### src/rtl/pc_sequencer.sv
// -----------------------------------------------------------------------------
// pc_sequencer
//   Front-end sequencer for the 5-stage pipeline. It owns the pc write enable,
//   the IF/ID write enable and the IF/ID, ID/EX and EX/MEM flushes. It resolves
//   D-cache freezes, taken branches, jumps, load-use hazards and I-cache misses.
//
// Ports
//   clock, rst            rising-edge clock, synchronous active-high reset
//   icache_hit            fetch at the current pc hits this cycle
//   icache_ready          I-cache line fill complete (pulse)
//   dcache_busy           D-cache access in MEM not finished
//   ex_mem_pcsrc          branch taken, resolved in MEM
//   id_jump               jump decoded in ID
//   id_rs, id_rt          source registers of the instruction in ID
//   id_ex_memread         instruction in EX is a load
//   id_ex_rt              load destination register in EX
//   pc_we, if_id_we       write enables (Mealy, combinational)
//   if_id_flush,
//   id_ex_flush,
//   ex_mem_flush          per-stage bubble insertion (Mealy, combinational)
//   stall_cycles          registered, saturating count of cycles with pc_we=0
//   miss_error            registered, sticky: I-miss outlasted MISS_TIMEOUT
//   state                 registered FSM state: RUN=0, IMISS=1, DWAIT=2
// -----------------------------------------------------------------------------
module pc_sequencer #(
  parameter int REG_W        = 5,
  parameter int CNT_W        = 16,
  parameter int MISS_TIMEOUT = 255
) (
  input  logic             clock,
  input  logic             rst,
  input  logic             icache_hit,
  input  logic             icache_ready,
  input  logic             dcache_busy,
  input  logic             ex_mem_pcsrc,
  input  logic             id_jump,
  input  logic [REG_W-1:0] id_rs,
  input  logic [REG_W-1:0] id_rt,
  input  logic             id_ex_memread,
  input  logic [REG_W-1:0] id_ex_rt,
  output logic             pc_we,
  output logic             if_id_we,
  output logic             if_id_flush,
  output logic             id_ex_flush,
  output logic             ex_mem_flush,
  output logic [CNT_W-1:0] stall_cycles,
  output logic             miss_error,
  output logic [1:0]       state
);

  localparam int MISS_W = (MISS_TIMEOUT < 1) ? 1 : $clog2(MISS_TIMEOUT + 1);
  localparam logic [MISS_W-1:0] MISS_MAX  = MISS_W'(MISS_TIMEOUT);
  localparam logic [CNT_W-1:0]  STALL_MAX = {CNT_W{1'b1}};

  typedef enum logic [1:0] {
    ST_RUN   = 2'd0,
    ST_IMISS = 2'd1,
    ST_DWAIT = 2'd2,
    ST_BAD   = 2'd3
  } state_e;

  state_e            state_q, state_d;
  logic [MISS_W-1:0] miss_cnt_q, miss_cnt_d;
  logic              miss_error_q, miss_error_d;
  logic [CNT_W-1:0]  stall_q, stall_d;
  logic              load_use_s;

  // Load-use hazard: a load in EX writes a non-zero register read by ID.
  always_comb begin
    load_use_s = id_ex_memread && (id_ex_rt != {REG_W{1'b0}}) &&
                 ((id_ex_rt == id_rs) || (id_ex_rt == id_rt));
  end

  // Next-state and Mealy control outputs; first matching rule wins.
  always_comb begin
    pc_we        = 1'b0;
    if_id_we     = 1'b0;
    if_id_flush  = 1'b0;
    id_ex_flush  = 1'b0;
    ex_mem_flush = 1'b0;
    state_d      = state_q;
    miss_cnt_d   = miss_cnt_q;
    miss_error_d = miss_error_q;

    if (rst) begin
      // Everything downstream is bubbled while the pipe comes out of reset.
      if_id_flush  = 1'b1;
      id_ex_flush  = 1'b1;
      ex_mem_flush = 1'b1;
      state_d      = ST_RUN;
      miss_cnt_d   = {MISS_W{1'b0}};
      miss_error_d = 1'b0;
    end else begin
      case (state_q)
        // DWAIT shares the RUN rules once the D-cache releases: EX/MEM was
        // frozen, so any branch it holds is re-presented now.
        ST_RUN, ST_DWAIT: begin
          if (dcache_busy) begin
            state_d = ST_DWAIT;
          end else if (ex_mem_pcsrc) begin
            pc_we        = 1'b1;
            if_id_flush  = 1'b1;
            id_ex_flush  = 1'b1;
            ex_mem_flush = 1'b1;
            state_d      = ST_RUN;
          end else if (id_jump) begin
            pc_we       = 1'b1;
            if_id_flush = 1'b1;
            state_d     = ST_RUN;
          end else if (load_use_s) begin
            id_ex_flush = 1'b1;
            state_d     = ST_RUN;
          end else if (!icache_hit) begin
            if_id_flush = 1'b1;
            miss_cnt_d  = {MISS_W{1'b0}};
            state_d     = ST_IMISS;
          end else begin
            pc_we    = 1'b1;
            if_id_we = 1'b1;
            state_d  = ST_RUN;
          end
        end
        // IF/ID holds a bubble here, so jump and load-use cannot apply.
        ST_IMISS: begin
          if (dcache_busy) begin
            state_d = ST_DWAIT;
          end else if (ex_mem_pcsrc) begin
            pc_we        = 1'b1;
            if_id_flush  = 1'b1;
            id_ex_flush  = 1'b1;
            ex_mem_flush = 1'b1;
            state_d      = ST_RUN;
          end else if (icache_ready) begin
            if_id_flush = 1'b1;
            state_d     = ST_RUN;
          end else begin
            if_id_flush = 1'b1;
            // Raise the error on the first cycle spent past the timeout.
            if (miss_cnt_q == MISS_MAX) begin
              miss_error_d = 1'b1;
            end else begin
              miss_cnt_d = miss_cnt_q + MISS_W'(1);
            end
          end
        end
        default: begin
          // Unused encoding: hold everything frozen and recover to RUN.
          state_d = ST_RUN;
        end
      endcase
    end
  end

  // Saturating count of cycles in which the pc did not advance.
  always_comb begin
    if (rst) begin
      stall_d = {CNT_W{1'b0}};
    end else if (!pc_we && (stall_q != STALL_MAX)) begin
      stall_d = stall_q + CNT_W'(1);
    end else begin
      stall_d = stall_q;
    end
  end

  // State and counter registers with synchronous reset.
  always_ff @(posedge clock) begin
    if (rst) begin
      state_q      <= ST_RUN;
      miss_cnt_q   <= {MISS_W{1'b0}};
      miss_error_q <= 1'b0;
      stall_q      <= {CNT_W{1'b0}};
    end else begin
      state_q      <= state_d;
      miss_cnt_q   <= miss_cnt_d;
      miss_error_q <= miss_error_d;
      stall_q      <= stall_d;
    end
  end

  assign stall_cycles = stall_q;
  assign miss_error   = miss_error_q;
  assign state        = state_q;

endmodule
### config.mk
export PLATFORM = sky130hd
export DESIGN_NAME = pc_sequencer
export DESIGN_NICKNAME = d
export VERILOG_FILES = /design/src/rtl/pc_sequencer.sv
export SDC_FILE = /design/constraint.sdc
export NUM_CORES = 1
export LEC_CHECK = 0
export CAP_MARGIN = 20
export CORE_MARGIN = 2
export CORE_UTILIZATION = 51
export DETAILED_ROUTE_END_ITERATION = 7
export PLACE_DENSITY = 0.92
export SYNTH_ARGS = -nofsm -noshare
export SYNTH_HDL_FRONTEND = slang
export SYNTH_SLANG_ARGS = --single-unit
### constraint.sdc
create_clock -name clock -period 3.1 [get_ports clock]
set_clock_uncertainty 0.2 [all_clocks]
set_input_delay 0.31 -clock clock [delete_from_list [all_inputs] [get_ports clock]]
set_output_delay 0.31 -clock clock [all_outputs]
set_load 0.02 [all_outputs]
==> impl_metrics.py <==
metrics = {
    "run_status": {
        "status": "finished, final reports clean",
    },
    "synth": {
        "synthAdderAreaFrac": 0.01544,
        "yosysUniqueCellTypes": 42,
        "synth-xor-area-share": 0.05946,
        "ys_seq_area_frac": 0.3336,
        "synth_edf_count": 0,
        "yosys.area_share.simple": 0.3012,
        "netlist_area_um2": 1620,
        "synthMuxAreaShare": 0.01853,
        "synth_top_area_share": 0.3336,
        "synth.area.top_cells": "dfxtp_1 33%, o21ai_1 6.5%, xnor2_1 5.4%",
        "ys_ff_latch": 27,
        "yosysTopAreaCell": "dfxtp_1",
        "synth_ff_type": "dfxtp_1",
        "syn_nets": 229,
        "async_reset_ff_frac": 0,
        "syn_inst": 204,
        "synth-compound-area-share": 0.2317,
        "synth_top_family_by_area": "simple AND/OR/NAND/NOR gates",
        "syn_area_per_cell_um2": 7.943,
        "ys_warn_count": 0,
    },
    "cts": {
        "cts_sinks": 27,
        "cts_tree": "done",
        "ctsResizeCount": 0,
        "htree_levels": 1,
        "post_cts_buffers": 0,
        "cts_buffers": 3,
        "holdBufCountCts": 0,
        "cts_max_path_buffers": 2,
        "clk_latency_ns": 0.33,
        "cts.clk_slew.worst_paths_ns": 0.14,
        "root_buffer": "clkbuf_4",
    },
    "route": {
        "wl_per_cell_um": 13.45,
        "ant_nets": 0,
        "route.detailed.drc": 0,
        "wirelength_um": 3981,
        "drtIter0Drc": 103,
        "vias": 1696,
        "detail_route.first_pass.iterations": 4,
        "avgViaCountPerCell": 5.730,
    },
    "finish": {
        "multi_input_area_um2": 1015,
        "nNetsFinal": 278,
        "nFillCells": 260,
        "drive_above_1_share": 0.05952,
        "fin_area_um2": 2150,
        "antenna_cells": 0,
        "seqCellArea_um2": 540.5,
        "area_growth_pct": 32.66,
    },
    "worst_setup_path": {
        "max_stage_delay_ns": 0.61,
        "critical_path_buf_inv_count": 2,
        "crit_top_cell": "clkdlybuf4s50_1",
        "end_kind": "output port",
        "path_class": "input port to output port",
        "crit_required_ns": 2.59,
        "regToRegSetupSlack_ns": 0.82,
        "startpoint_type": "input port",
        "crit_fanout": 4,
        "cp_cell_sequence": "clkdlybuf4s50_1 > or4_4 > o21ai_4 > nor2_1 > o21ai_0 > and3b_1 > clkdlybuf4s50_1",
        "arrival_ns": 2.53,
        "path_delay_family": "buffers and inverters",
        "cp_slowest_cell": "clkdlybuf4s50_1",
    },
    "pwr": {
        "power_leakage_nw": 0.7313,
        "internal_power_mw": 0.4696,
        "power_frac_seq": 0.554,
        "clkPwrFrac": 0.241,
        "peakVddDrop_v": 0.0002055,
        "p_sw_mw": 0.1785,
        "powerDensity_nw_per_um2": 301.5,
        "switching_share": 0.2755,
        "combPwrFrac": 0.206,
    },
    "sta": {
        "worst_pin_slew_ns": 0.4685,
        "slew_violations": 0,
        "fin_tns_setup_ns": 0,
        "setup_violations": 0,
        "rsz0062_at_grt": "no",
        "fin_crit_sh": 0.9816,
        "max_freq_mhz": 328.6,
        "hold_viol_final": 0,
        "setup_slack_ns": 0.05719,
        "slew_headroom": 0.6851,
        "period_needed_ns": 3.043,
    },
    "floorplan": {
        "die_area_um2": 3644,
        "ios": 47,
        "die_h_um": 60.37,
        "fp.dieW_um": 60.37,
        "initial_core_util": 0.5351,
        "core_area_um2": 3028,
        "num_rows": 20,
    },
    "min_path": {
        "hold_class": "flop to flop",
    },
    "place": {
        "dp_hpwl_um": 2987,
        "portBuffers": 46,
        "dp_slack_ns": 0.06289,
        "placed_cell_area_um2": 2120,
        "place_congestion": 0.8724,
    },
    "grt": {
        "antenna_found_initial": 0,
        "gr-usage-all-layers": 0.2276,
        "first_global_vias": 1533,
        "gr-total-overflow": 0,
        "grt_pass1_wl_um": 6472,
        "grt_max_degree": 26,
    },
    "run": {
        "drv_cap": 0,
    },
}
## power groups by stage
stage | clock, mW | sequential, mW | combinational [mW]
finish | 0.156 | 0.359 | 0.133
CTS | 0.163 | 0.359 | 0.133
global route | 0.178 | 0.360 | 0.145
global placement | 0 | 0.366 | 0.130
floorplan | 0 | 0.370 | 0.0658
detailed placement | 0 | 0.366 | 0.133
## per-stage QoR
stage            util  total power, mW  hold WS [ns]  cells
3_5_place_dp   0.7000           0.4989        0.2552    292
4_1_cts        0.7099           0.6545        0.2778    296
6_report       0.7099           0.6481        0.2735    296
2_1_floorplan       -           0.4362        0.2290    204
3_3_place_gp   0.7000           0.4954        0.2508    292
5_1_grt        0.7099           0.6822        0.3061    296
## cell families (layout without fill, tap and decap cells)
group	count (synthesis)	count (layout)
compound gates	61	61
xor+xnor	11	11
fa+ha+maj	2	2
buf+inv	11	59
flops	27	27
mux	3	3
simple gates	89	89
## sequential cells by signal (all words and copies together), names as in the netlist
signal	count
stall_cycles	16
miss_cnt_q	8
state	2
miss_error	1
## routing by layer
layer	wire [µm]	vias up	part of all wire	GRT usage
li1	-	857	-	-
met1	1853	793	0.47	0.2789
met2	1921	39	0.48	0.4099
met3	158	7	0.040	0.02985
met4	47	0	0.012	0.07619
met5	0	-	0	0
## Yosys cell counts (all sizes together) (2+ instances only)
cell    count
dfxtp      27
o21ai      24
a31oi       3
inv         5
clkbuf      2
mux2i       3
and2        4
nor2       20
nand2b      3
or3        13
and4        2
ha          2
a211oi      3
nor3        3
nand4       6
o22ai       2
o31ai       3
a21o        4
buf         4
and3        5
a21oi      18
nand3      10
xnor2      10
nand2      14
nor4        4
## cell usage in the layout (no fill, tap or decap), types with 4 or more instances in the layout
cell,synthesis,layout
clkdlybuf4s50_1,0,46
dfxtp_1,27,27
o21ai_1,21,21
nor2_1,20,20
a21oi_1,17,17
nand2_1,14,14
or3_1,13,13
xnor2_1,10,10
nand3_1,10,10
nand4_1,6,6
inv_1,5,5
and3_1,5,5
and2_1,4,4
buf_4,0,4
## area by class of cell
type / count / area share
timing repair buffer: 50 / 0.2282
inverter: 5 / 0.008731
multi-input combinational: 166 / 0.4721
clock inverter: 1 / 0.003492
tap: 44 / 0.02561
clock buffer: 3 / 0.01048
sequential: 27 / 0.2515
## final timing paths
check	start	depth (start not counted)	to
worst max-delay path	id_ex_rt[1]	7	pc_we
worst min-delay path	miss_cnt_q[6]$_SDFFE_PP0P_	1	miss_cnt_q[6]$_SDFFE_PP0P_
worst max register to register	stall_cycles[0]$_SDFFE_PP0P_	8	stall_cycles[1]$_SDFFE_PP0P_
worst min register to register	miss_cnt_q[6]$_SDFFE_PP0P_	1	miss_cnt_q[6]$_SDFFE_PP0P_
## worst reg2reg max path, cell delays in order (launching register included)
cell     delay (ns)
dfxtp_1        0.45
ha_1           0.25
nand4_1        0.13
nor4_2         0.37
a21oi_1        0.13
a21oi_4        0.13
buf_4          0.25
mux2i_1        0.21
nor2_1         0.06
No activity file was read; power rests on OpenSTA's default activity.
